[src/rtl/vga_timing_gen.sv]
// 640x480@60 Hz VGA timing generator: pixel-enable divider, x/y counters and a
// registered output stage that keeps renderer colour aligned with the sync pulses.
module vga_timing_gen #(
    parameter int CLK_DIV   = 2,
    parameter int H_VISIBLE = 640,
    parameter int H_FP      = 16,
    parameter int H_SYNC    = 96,
    parameter int H_BP      = 48,
    parameter int V_VISIBLE = 480,
    parameter int V_FP      = 10,
    parameter int V_SYNC    = 2,
    parameter int V_BP      = 33
) (
    input  logic        clk,
    input  logic        rst,
    input  logic [23:0] rgb,
    output logic [9:0]  hsync,
    output logic [9:0]  vsync,
    output logic        pix_tick,
    output logic        frame_start,
    output logic        video_on,
    output logic        hs_n,
    output logic        vs_n,
    output logic [7:0]  vga_r,
    output logic [7:0]  vga_g,
    output logic [7:0]  vga_b,
    output logic        vga_blank_n,
    output logic        vga_sync_n,
    output logic        vga_clk
);

    localparam int H_TOTAL = H_VISIBLE + H_FP + H_SYNC + H_BP;
    localparam int V_TOTAL = V_VISIBLE + V_FP + V_SYNC + V_BP;
    localparam int DIV_W   = (CLK_DIV > 2) ? $clog2(CLK_DIV) : 1;

    localparam logic [DIV_W-1:0] DIV_LAST = DIV_W'(CLK_DIV - 1);
    localparam logic [DIV_W-1:0] DIV_HALF = DIV_W'(CLK_DIV / 2);

    localparam logic [9:0] H_LAST   = 10'(H_TOTAL - 1);
    localparam logic [9:0] V_LAST   = 10'(V_TOTAL - 1);
    localparam logic [9:0] H_VIS    = 10'(H_VISIBLE);
    localparam logic [9:0] V_VIS    = 10'(V_VISIBLE);
    localparam logic [9:0] HS_FIRST = 10'(H_VISIBLE + H_FP);
    localparam logic [9:0] HS_LAST  = 10'(H_VISIBLE + H_FP + H_SYNC - 1);
    localparam logic [9:0] VS_FIRST = 10'(V_VISIBLE + V_FP);
    localparam logic [9:0] VS_LAST  = 10'(V_VISIBLE + V_FP + V_SYNC - 1);

    logic [DIV_W-1:0] div;
    logic             div_wrap;
    logic             in_hsync;
    logic             in_vsync;

    assign div_wrap    = (div == DIV_LAST);
    assign video_on    = (hsync < H_VIS) && (vsync < V_VIS);
    assign frame_start = pix_tick && (hsync == 10'd0) && (vsync == 10'd0);
    assign in_hsync    = (hsync >= HS_FIRST) && (hsync <= HS_LAST);
    assign in_vsync    = (vsync >= VS_FIRST) && (vsync <= VS_LAST);
    assign vga_sync_n  = 1'b0;

    // vga_clk is low while the output stage updates and rises mid-pixel.
    always_ff @(posedge clk or posedge rst) begin
        if (rst) begin
            div      <= '0;
            pix_tick <= 1'b0;
            vga_clk  <= 1'b0;
        end else begin
            div      <= div_wrap ? '0 : div + 1'b1;
            pix_tick <= div_wrap;
            vga_clk  <= (div >= DIV_HALF);
        end
    end

    always_ff @(posedge clk or posedge rst) begin
        if (rst) begin
            hsync <= 10'd0;
            vsync <= 10'd0;
        end else if (pix_tick) begin
            if (hsync == H_LAST) begin
                hsync <= 10'd0;
                vsync <= (vsync == V_LAST) ? 10'd0 : vsync + 10'd1;
            end else begin
                hsync <= hsync + 10'd1;
            end
        end
    end

    // Samples the coordinate being left, so colour, blank and sync share one edge.
    always_ff @(posedge clk or posedge rst) begin
        if (rst) begin
            hs_n        <= 1'b1;
            vs_n        <= 1'b1;
            vga_r       <= 8'd0;
            vga_g       <= 8'd0;
            vga_b       <= 8'd0;
            vga_blank_n <= 1'b0;
        end else if (pix_tick) begin
            hs_n        <= !in_hsync;
            vs_n        <= !in_vsync;
            vga_blank_n <= video_on;
            vga_r       <= video_on ? rgb[23:16] : 8'd0;
            vga_g       <= video_on ? rgb[15:8]  : 8'd0;
            vga_b       <= video_on ? rgb[7:0]   : 8'd0;
        end
    end

endmodule

[config.mk]
export PLATFORM = sky130hd
export DESIGN_NAME = vga_timing_gen
export DESIGN_NICKNAME = d
export VERILOG_FILES = /design/src/rtl/vga_timing_gen.sv
export SDC_FILE = /design/constraint.sdc
export NUM_CORES = 1
export LEC_CHECK = 0
export CAP_MARGIN = 10
export CORE_MARGIN = 4
export CORE_UTILIZATION = 45
export CTS_BUF_LIST = sky130_fd_sc_hd__clkbuf_2
export DETAILED_ROUTE_END_ITERATION = 10
export PLACE_DENSITY_LB_ADDON = 0.05
export SLEW_MARGIN = 20
export SYNTH_ARGS = -nofsm -noshare
export SYNTH_HDL_FRONTEND = slang
export SYNTH_SLANG_ARGS = --single-unit
export TNS_END_PERCENT = 100
[constraint.sdc]
create_clock -name clk -period 3.45 [get_ports clk]
set_input_delay 1.035 -clock clk [delete_from_list [all_inputs] [get_ports clk]]
set_output_delay 1.035 -clock clk [all_outputs]
set_load 0.03 [all_outputs]
==> results.md <==
Run status:
- The run finished with clean final reports.

Timing:
- Static timing analysis puts the maximum clock frequency at 0.3166 GHz.
- Summed over all failing endpoints, the final setup total negative slack is 0 ns.
- The final number of max-transition violations is 0.
- The period utilization is 0.9155.
- Headroom to the max-slew limit came out at 0.5630.
- The final number of hold-violating endpoints is 0.
- Setup violations remaining at the end of the flow were counted as 0.
- Setup repair after global routing left no endpoint under its margin.
- At the pin with the least slew margin, the transition time is 0.6546 ns.
- The largest clock skew in the final design is 0.01666 ns.
- Subtracting the final worst setup slack from the clock period gives 3.159 ns.

Layout:
- Of the cells placed in the final design, the portion with a size suffix greater than 1 is 0.08544.
- The finished layout holds 383 standard cells, fillers aside.
- The number of antenna diodes is 0.
- The area growth from synthesis to layout is 37.27%.
- The final layout net count is 345.
- At the end of the flow the core is filled with cells to 0.6568.

Clock tree:
- The deepest clock path buffer count is 2.
- The H-tree was split into 2 levels.
- Clock-pin slew was measured on the worst setup and hold paths at 0.24 ns.
- The later pin in the worst-skew pair is clocked with a latency of 0.41 ns.
- TritonCTS built the clock tree.
- The tree is rooted in a clkbuf_2.
- Counting the buffers created by CTS gives 5.
- The clock net sink count is 49.
- The number of setup buffers added after CTS is 0.

Synth:
- Sorting the synthesized cells by how often they occur yields dfrtp_1, inv_1, nand2_1, o22ai_1, nor2_1.
- The total of flip-flops plus latches after synthesis is 49.
- Counting flops with an async set or reset pin after synthesis yields a share of 1.000.
- The most used flip-flop cell after synthesis is dfrtp_1.
- During synthesis, Yosys emitted a total of 0 warnings.
- The post-synthesis net count is 268.
- The per-instance average area after synthesis is 9.747 um2.
- The area of the mapped netlist is 0.002320 mm2.
- Yosys mapped the design onto 41 distinct sky130hd cell types.
- Yosys attributes the largest share of cell area to dfrtp_1, o22ai_1, inv_1.
- In this run, synthesis inferred 0 flip-flops with an integrated enable.
- Synthesis handed over a netlist of 238 instances.
- The share of synthesized area in the top cell type comes to 0.5070.
- The post-synthesis sequential area ratio is 0.5297.
- The most area-hungry cell type in the Yosys netlist is dfrtp_1.
- The cell with the most instances after synthesis is dfrtp_1.

Floorplanning:
- The area inside the core boundary is 0.004848 mm2.
- During I/O placement, the number of pins put on the boundary was 78.
- The site row count is 25.
- The die footprint is 0.006367 mm2.
- The starting density of the core is 0.4785.
- The die is 79.80 um wide.
- The floorplan step set the die height to 79.80 um.

Routing:
- Detailed routing inserted a total of 1937 vias.
- The DRC violation count after routing is 0.
- The first detailed-routing pass took 4 iterations.
- The remaining number of nets flagged by the antenna check after routing is 0.
- The routed wirelength normalized by instance count is 14.43 um.
- After detailed routing, the total wire length is 5526 um.
- In this run, the number of DRC markers left after iteration 0 of detailed routing was 109.
- After detailed routing, the number of vias per cell comes to 5.057.

Critical path:
- Along the worst path, the maximum fanout reaches 6.
- The worst setup slack for register-to-register paths is 1.30 ns.
- At the worst endpoint, the arrival time is 2.12 ns.
- The worst-case reg-to-reg path depth is 5.
- The startpoint type of the worst setup path is a flop.
- The startpoint of the lowest-slack register-to-register path is pix_tick$_DFF_PP0_.
- The worst register-to-register path ends at vsync[9]$_DFFE_PP0P_.
- The capturing element type of the critical path is an output port.
- The required time of the worst setup path is 2.41 ns.
- The category of the critical setup timing path is reg -> out.

Hold path:
- The startpoint identified for the worst hold timing path is div$_DFF_PP0_.
- The path with the worst hold slack has its endpoint at pix_tick$_DFF_PP0_.
- The tightest min-delay check is of the reg -> reg type.
- The instance count along the most critical hold path is 0.

Global route:
- The overflow left after global routing is 0.
- The initial antenna violation count is 0.
- Entering global routing, the biggest net connects 62 pins.
- The first global-routing pass estimated 9335 um of wire.
- The via count of the first global-routing pass came to 1956.
- The overall track demand over capacity in global routing is 0.1873.

Placement:
- The detailed placement HPWL is 4001 um.
- The count of input and output buffers is 76.
- In this run, placement finished with an instance count of 375.
- At the end of routability-driven placement, the weighted congestion stood at 0.7724.

Pwr:
- The power density of the placed cells is 295.8 mW/mm2.
- For this design the static power due to leakage is 1.369 nW.
- The worst ir drop on vdd is 0.0001636 V.

Flow run:
- The total of max-cap violations is 0.
placed cells by master (no fill, tap or decap), types with 4 or more instances in the layout:
cell type / instances
and3_1: 4
nand4_1: 4
inv_1: 32
clkbuf_2: 8
o22ai_1: 25
ha_1: 4
nand3_1: 13
dfrtp_1: 46
xnor2_1: 8
nand2_1: 32
clkdlybuf4s50_1: 74
nor2_1: 14
o21ai_0: 4
buf_4: 6
xor2_1: 5
what timing repair did:
action | in CTS | in global routing
hold buffers | 0 | 0
cloned | 0 | 0
endpoints found under the setup margin | 1 | 2
gates resized for setup | 1 | 4
kinds of logic (layout without fill, tap and decap cells):
logic type | count (synthesis) | after routing | share of synthesized area
other cells | 1 | 1 | 0.001617
flops | 49 | 49 | 0.5297
xor+xnor | 13 | 13 | 0.04908
buf+inv | 45 | 123 | 0.08090
simple gates | 90 | 90 | 0.2141
compound gates | 33 | 33 | 0.08954
fa+ha+maj | 4 | 4 | 0.02158
mux | 3 | 3 | 0.01348
how the worst max path moves through the flow:
stage,from,endpoint,slack [ns],cells past startpoint
floorplan,vsync[1]$_DFFE_PP0P_,frame_start,0.36,6
global placement,vsync[0]$_DFFE_PP0P_,frame_start,0.39,7
detailed placement,vsync[1]$_DFFE_PP0P_,frame_start,0.35,7
CTS,hsync[8]$_DFFE_PP0P_,video_on,0.07,4
global route,vsync[1]$_DFFE_PP0P_,frame_start,0.09,7
finish,vsync[1]$_DFFE_PP0P_,frame_start,0.29,7
critical path, stage by stage, from the launching register on:
cell and delay (ns):
dfrtp_1 0.50, inv_1 0.10, ha_1 0.13, nor2b_1 0.14
and3_1 0.18, nand3_1 0.08, nor4_1 0.32, clkbuf_2 0.27
per-stage QoR:
stage	hold WS [ns]	instance area [um2]	setup slack, ns	power [W]
final	0.4183	3184	0.2914	0.0009420
after CTS	0.4220	3186	0.06621	0.0009594
after detailed placement	0.3708	3147	0.3523	0.0007247
after global placement	0.3623	3147	0.3858	0.0007225
after global routing	0.4401	3184	0.09193	0.0009977
after floorplan	0.3537	2320	0.3570	0.0006593
layout make-up:
class | count | area (um2)
clock buffer | 7 | 35.03
clock inverter | 1 | 5.005
fill | 417 | 1664
inverter | 33 | 123.9
multi-input combinational | 144 | 903.4
sequential | 49 | 1230
tap | 67 | 83.83
timing repair buffer | 82 | 803.3
state kept, by name, indices dropped and copies added, names as in the netlist, 8 cells and up:
register and flops:
vsync 10, hsync 10, vga_r 8, vga_b 8, vga_g 8
where the power goes:
group	internal (W)	total (W)	leakage, nW	switching (W)
sequential	0.000590	0.000597	0.601	0.00000691
combinational	0.0000574	0.000116	0.735	0.0000590
clock	0.0000554	0.000229	0.0330	0.000174
routing by layer:
metal	up-vias	part of all wire	wire length, um	global-route usage
met5	-	0	0	0
met4	0	0.0072	40	0.06250
met3	4	0.071	393	0.05643
met2	63	0.46	2522	0.2938
met1	909	0.46	2569	0.2476
li1	961	-	-	-
Note: power is estimated with default switching activity, not from simulation.
